## config.mk

```make
export PLATFORM = sky130hd
export DESIGN_NAME = vec_result_drain
export DESIGN_NICKNAME = d
export VERILOG_FILES = /design/src/rtl/vec_result_drain.sv
export SDC_FILE = /design/constraint.sdc
export NUM_CORES = 1
export LEC_CHECK = 0
export CAP_MARGIN = 20
export CELL_PAD_IN_SITES_DETAIL_PLACEMENT = 1
export CELL_PAD_IN_SITES_GLOBAL_PLACEMENT = 1
export CORE_MARGIN = 2
export CORE_UTILIZATION = 36
export CTS_CLUSTER_SIZE = 30
export DETAILED_ROUTE_END_ITERATION = 8
export PLACE_DENSITY_LB_ADDON = 0.1
export RECOVER_POWER = 25
export REMOVE_ABC_BUFFERS = 1
export SLEW_MARGIN = 5
export SYNTH_ARGS = -nofsm -noshare
export SYNTH_HDL_FRONTEND = slang
export SYNTH_SLANG_ARGS = --single-unit
```

## constraint.sdc

```tcl
create_clock -name clk -period 9.4 [get_ports clk]
set_input_delay 1.88 -clock clk [delete_from_list [all_inputs] [get_ports clk]]
set_output_delay 1.88 -clock clk [all_outputs]
set_load 0.1 [all_outputs]
```

## src/rtl/vec_result_drain.sv

```systemverilog
// Drains a captured 16-lane result vector to a narrow memory write port, one enabled lane per
// cycle in ascending lane order, and reports the lane flags aggregated over the enabled lanes.
module vec_result_drain #(
  parameter int LANES  = 16,
  parameter int LANE_W = 16,
  parameter int FLAG_W = 4,
  parameter int ADDR_W = 16,
  localparam int IDX_W = (LANES > 1) ? $clog2(LANES) : 1
) (
  input  logic                      clk,
  input  logic                      rst,
  input  logic                      in_valid,
  output logic                      in_ready,
  input  logic [LANES*LANE_W-1:0]   in_result,
  input  logic [LANES*FLAG_W-1:0]   in_flags,
  input  logic [LANES-1:0]          in_lane_mask,
  input  logic [ADDR_W-1:0]         in_base_addr,
  output logic                      out_valid,
  input  logic                      out_ready,
  output logic [LANE_W-1:0]         out_data,
  output logic [ADDR_W-1:0]         out_addr,
  output logic [IDX_W-1:0]          out_lane,
  output logic                      out_last,
  output logic [FLAG_W-1:0]         flags_or,
  output logic [FLAG_W-1:0]         flags_and,
  output logic                      flags_valid,
  output logic                      busy
);

  typedef enum logic [1:0] {IDLE, SEND, DONE} state_t;

  state_t                    state;
  logic [LANES*LANE_W-1:0]   result_p0;
  logic [LANES-1:0]          mask_p0;
  logic [ADDR_W-1:0]         base_p0;

  logic [IDX_W-1:0]          lane_sel;
  logic                      one_left;
  logic                      send;

  function automatic logic [IDX_W-1:0] lowest_lane(input logic [LANES-1:0] m);
    logic [IDX_W-1:0] idx;
    idx = '0;
    for (int i = LANES - 1; i >= 0; i--) begin
      if (m[i]) idx = IDX_W'(i);
    end
    return idx;
  endfunction

  function automatic logic [FLAG_W-1:0] flags_reduce_or(input logic [LANES*FLAG_W-1:0] f,
                                                        input logic [LANES-1:0] m);
    logic [FLAG_W-1:0] acc;
    acc = '0;
    for (int i = 0; i < LANES; i++) begin
      if (m[i]) acc = acc | f[FLAG_W*i +: FLAG_W];
    end
    return acc;
  endfunction

  // An empty mask reports zero rather than the all-ones AND identity.
  function automatic logic [FLAG_W-1:0] flags_reduce_and(input logic [LANES*FLAG_W-1:0] f,
                                                         input logic [LANES-1:0] m);
    logic [FLAG_W-1:0] acc;
    acc = '1;
    for (int i = 0; i < LANES; i++) begin
      if (m[i]) acc = acc & f[FLAG_W*i +: FLAG_W];
    end
    return (|m) ? acc : '0;
  endfunction

  assign send      = (state == SEND);
  assign lane_sel  = lowest_lane(mask_p0);
  assign one_left  = (mask_p0 != '0) && ((mask_p0 & (mask_p0 - LANES'(1))) == '0);

  assign in_ready    = (state == IDLE);
  assign busy        = (state != IDLE);
  assign out_valid   = send;
  assign flags_valid = (state == DONE);
  assign out_lane    = send ? lane_sel : '0;
  assign out_last    = send & one_left;
  assign out_data    = send ? result_p0[LANE_W*lane_sel +: LANE_W] : '0;
  assign out_addr    = send ? base_p0 + ADDR_W'(lane_sel) : '0;

  // Stage p0: capture registers plus the drain FSM walking the remaining mask
  always_ff @(posedge clk) begin
    if (rst) begin
      state     <= IDLE;
      result_p0 <= '0;
      mask_p0   <= '0;
      base_p0   <= '0;
      flags_or  <= '0;
      flags_and <= '0;
    end else begin
      case (state)
        IDLE: begin
          if (in_valid) begin
            result_p0 <= in_result;
            mask_p0   <= in_lane_mask;
            base_p0   <= in_base_addr;
            flags_or  <= flags_reduce_or(in_flags, in_lane_mask);
            flags_and <= flags_reduce_and(in_flags, in_lane_mask);
            state     <= (in_lane_mask != '0) ? SEND : DONE;
          end
        end
        SEND: begin
          if (out_ready) begin
            // Clearing the lowest set bit retires the lane currently on the port.
            mask_p0 <= mask_p0 & (mask_p0 - LANES'(1));
            if (one_left) state <= DONE;
          end
        end
        DONE:    state <= IDLE;
        default: state <= IDLE;
      endcase
    end
  end

endmodule
```

---- Yosys cells after proc, flatten, opt, wreduce, memory -nomap -nowiden ----
Cells that the tools add are included.
W data, S select, Z words.
word-level totals
  flip-flop bits (word level) ............. 298
  output and inout bits ................... 49
  word-level logic and storage cells ...... 207
cells by class
  bitwise logic cells ..................... 32
  $add $sub $neg .......................... 2
  reductions and logical operators ........ 11
  mux-type cells .......................... 150
  shift-type cells ........................ 1
  eq/ne operators ......................... 5
operators by type and width
  cell                     count
  $mux W4                  140
  $shiftx A256 B9 Y16      1
  $mux W16                 4
  $and A4 B4 Y4            15
  $or A4 B4 Y4             15
  $pmux W16 S2             1
  $reduce_bool A16 Y1      2
  $add A16 B4 Y16          1
  $and A16 B16 Y16         1
  $logic_not A16 Y1        1
  $reduce_or A16 Y1        1
  $sub A16 B1 Y16 const B  1
  $mux W2                  4
  $ne A2 B2 Y1 const B     3
  $reduce_and A3 Y1        2
  $pmux W2 S2              1
  $reduce_bool A2 Y1       2
  $eq A2 B1 Y1 const B     1
  $eq A2 B2 Y1 const B     1
  $logic_not A2 Y1         1
  $reduce_and A2 Y1        1
  $and A1 B1 Y1            1
  $logic_and A1 B1 Y1      1

---- Logic depth before layout (Yosys ltp) ----
  depth in word-level cells ............... 77
  gate-level depth with buffers ........... 19
  mapped depth without buffers ............ 16

---- Worst setup path before layout ----
No wires, ideal clock.
  kind .................................... reg2out
  start point ............................. register mask_p0[0]
  end point ............................... output port out_addr[4]
  path buffers ............................ 3
  setup slack ............................. 2.700 ns
  arrival ................................. 4.820 ns
  cell stages (with the launch flop) ...... 17
  cell sequence ........................... dfxtp_1 -> buf_6 -> or3_1 -> a221oi_2 -> o41ai_2 -> o21a_1 -> inv_2 -> buf_4 -> buf_2 -> ha_1 -> inv_1 -> fa_1 -> nor2b_1 -> o21ai_0 -> nand2b_1 -> nor2_1 -> nor3b_1
between the ends
  word-level cells in the longest chain between the ends .. 3
ends and longest elaborated chain
  what                    line  source
  from (decl)             34    logic [LANES-1:0] mask_p0;
  from (signal assigned)  98    mask_p0 <= in_lane_mask;
  from (signal assigned)  108   mask_p0 <= mask_p0 & (mask_p0 - LANES'(1));
  $mux W4                 45    if (m[i]) idx = IDX_W'(i);
  $add A16 B4 Y16         82    assign out_addr = send ? base_p0 + ADDR_W'(lane_sel) : '0;
  $mux W16                82
  to (decl)               21    output logic [ADDR_W-1:0] out_addr,
No other way between the ends.

---- Worst setup path after layout ----
  start point ............................. input port in_valid
  end point ............................... register result_p0[39]
between the ends
  word-level cells in the longest chain between the ends .. 1
ends and longest elaborated chain
  what                         line  source
  from (decl)                  12    input logic in_valid,
  $reduce_and A2 Y1 (no line)  n/a
  to (signal assigned)         97    result_p0 <= in_result;
  to (decl)                    33    logic [LANES*LANE_W-1:0] result_p0;
No other way between the ends.
A chain may end at the register's enable or synchronous reset.

==> results by group <==
Timing
  • RSZ-0062 raised after global routing: no
  • Final setup skew: around 15 ps
  • Headroom to the max-slew limit: -1.83
  • Final worst slack: about 2000 ps
  • Final-report max-slew violation count: 380
  • Final period util: 0.792
  • TNS Setup: 0 ps
  • Final hold vios: 0
  • Fmax: approximately 0.13 GHz
  • Finish-stage setup viols: 0
  • Worst-Margin Slew: 4250 ps
  • Post-layout min period: 7440 ps

Floorplanning
  • Die H: approximately 200 um
  • Die width: about 200 um
  • FP Rows: between 70 and 80
  • Die area: approximately 40000 um^2
  • Core area: between 30000 and 40000 um^2
  • Initial Util: 0.364
  • I/O Pins: a little over 400

Synth
  • Yosys reg bits: 298
  • Ranking of synthesized cells by area: dfxtp_1 42%, nand2_1 22%, a21oi_1 11%
  • Area share of the largest cell type after synthesis: 0.425
  • Post-synth EDFFs: 0
  • Post-synth ARST share: 0
  • Yosys warnings: 0
  • Post-synth cell types: 56
  • Mapped Avg Cell Area: approximately 6.9 um^2
  • Mapped Cells: between 2000 and 2500
  • Cell accounting for the most synthesized area: dfxtp_1
  • Synth Cell Area: about 14000 um^2
  • Ys flop type: dfxtp_1
  • Register area share after synthesis: 0.425

Clocking
  • Worst-skew pair later-pin latency: between 500 and 600 ps
  • CTS H-tree lvls: 2
  • Clk root buf: clkbuf_16
  • Post-CTS sizing: 0
  • Hold Buf Count CTS: 0
  • Worst-path clk slew: 60 ps
  • Clk buf depth: 3
  • Post-CTS Setup Bufs: 0
  • TritonCTS clock tree: yes
  • CTS sink cnt: about 300
  • Total CTS buffers: 36

Placed design
  • DP Worst Slack: about 2800 ps
  • DP Area: 18200 um^2
  • Dpl hpwl: ~39000 um
  • Port buffer count: roughly 400
  • Placer congestion estimate: around 0.88

Power
  • P_leak: 7.19 nW
  • Peak VDD IR: between 100 and 150 uV
  • Cell area power density: about 210 nW/um^2

Routing
  • WL final: between 50000 and 60000 um
  • Pre-antenna DRT Iters: 5
  • Iter 0 DRT Violations: about 1000
  • ANT nets after route: 0
  • Via/cell ratio: about 5.4
  • DR DRC count: 0
  • Per-cell routed wire length: about 20 um
  • Vias: 15400

Global routing
  • Number of global-route vias before repair: roughly 16000
  • First-pass GRT wire length: 88400 um
  • GR Util met3: 0.0447
  • Most crowded layer after global routing: met2
  • GRT overflow: 0
  • Antenna violations before repair: 2
  • Met1 global-route usage: 0.365
  • Pin count of the biggest net entering global routing: 160
  • Met2 Usage GRT: 0.452
  • GRT Total Usage: 0.274

Layout
  • Area delta synth->final: 38.3%
  • Commonest non-fill, non-tap cell in the layout: nand2_1
  • Area taken by multi-input logic gates: 7340 um^2
  • Layout cells sized above 1: 0.0361
  • Post-route cell area: about 20000 um^2
  • Final net count: approximately 2700
  • Register area: between 5000 and 6000 um^2
  • Filler cells: between 4000 and 5000
  • Most frequent cells in the layout: 814 x nand2_1, 398 x clkdlybuf4s50_1, 300 x a21oi_1

Min path
  • Worst hold-check path type: reg2reg

Critical path
  • WS Path Type: in2reg
  • Crit path capture type: flip-flop
  • Delay-heaviest family, CP: simple AND/OR/NAND/NOR gates
  • CP arrival: roughly 8000 ps
  • WP buf/inv: 2
  • Crit start category: input pin
  • Critical path fanouts, max: 74
  • CP cell instances: dlygate4sd3_1 > and2_0 > clkbuf_1 > nand2_1 > a21oi_1
  • Worst EP required: about 9800 ps
  • Slowest-stage cell, CP: and2_0
  • Crit-path max cell delay: between 3000 and 4000 ps

Run status
  • Failing checks: max-capacitance violations, max-slew violations
  • Outcome: finished, violations left

Flow run
  • Max Cap Viol: 4
metal layers:
layer / up-vias / wire (um) / part of all wire
met5: - / 9 / 0.00016
met4: 2 / 1640 / 0.029
met3: 111 / 3230 / 0.056
met1: 7383 / 25300 / 0.44
met2: 472 / 27000 / 0.47
li1: 7410 / - / -
layout make-up:
cell class / count / area share
Multi-Input combinational cell: 1545 / 0.378
Sequential cell: 298 / 0.307
Timing Repair Buffer: 421 / 0.214
Clock buffer: 59 / 0.0592
Tap cell: 518 / 0.0334
Inverter: 28 / 0.00567
Clock inverter: 4 / 0.00290
Antenna cell: 1 / 0.000129
cells in the mapped netlist, types with 7 or more instances:
cell	count
a21oi_1	300
a221oi_1	10
a22o_1	9
a22oi_1	16
a32oi_1	15
and3_1	8
buf_2	12
buf_4	7
clkbuf_1	132
dfxtp_1	298
inv_1	25
mux2i_1	21
nand2_1	815
nand3_1	74
nand4_1	23
nor2_1	67
nor3_1	13
nor4_1	10
o21ai_0	47
o221ai_1	19
o22ai_1	26
xor2_1	8
power breakdown:
part | switching [W] | total [W] | internal [W]
Combinational | 0.000861 | 0.00128 | 0.000414
Clock | 0.000545 | 0.00141 | 0.000861
Sequential | 0.0000626 | 0.00142 | 0.00135
Total | 0.00147 | 0.00410 | 0.00263
kinds of logic after synthesis:
logic type      after synthesis  share of synthesized area
compound gates              476                      0.197
buf+inv                     184                     0.0549
mux                          22                     0.0158
xor+xnor                     10                    0.00624
flops                       298                      0.425
simple gates               1029                      0.295
fa+ha+maj                     8                    0.00713
registers in the layout, indices dropped and copies added (netlist names):
signal,count
flags_or,4
mask_p0,16
flags_and,4
result_p0,256
base_p0,16
state,2
worst paths after layout:
path                startpoint            end  slack (ps)  depth (start not counted)
setup / recovery      in_valid  result_p0[39]        1960                          5
hold / removal    flags_and[3]   flags_and[3]         450                          2
hold reg to reg   flags_and[3]   flags_and[3]         450                          2
setup reg to reg      state[0]  result_p0[39]        2940                          5
worst min-delay path: cells and delay by family, from the launching register on:
family | cells | cell delay (ps)
flip-flops | 1 | 300
AO/OA/AOI/OAI | 1 | 50
AND/OR/NAND/NOR | 1 | 50
per-stage QoR:
step / util / hold WS (ps) / total power (W) / instances
floorplan: - / 430 / 0.00221 / 1871
global placement: 0.473 / 442 / 0.00269 / 2810
detailed placement: 0.473 / 447 / 0.00271 / 2810
CTS: 0.504 / 455 / 0.00413 / 2873
global route: 0.504 / 469 / 0.00430 / 2874
finish: 0.504 / 453 / 0.00410 / 2874
Note: power is estimated with default switching activity, not from simulation.
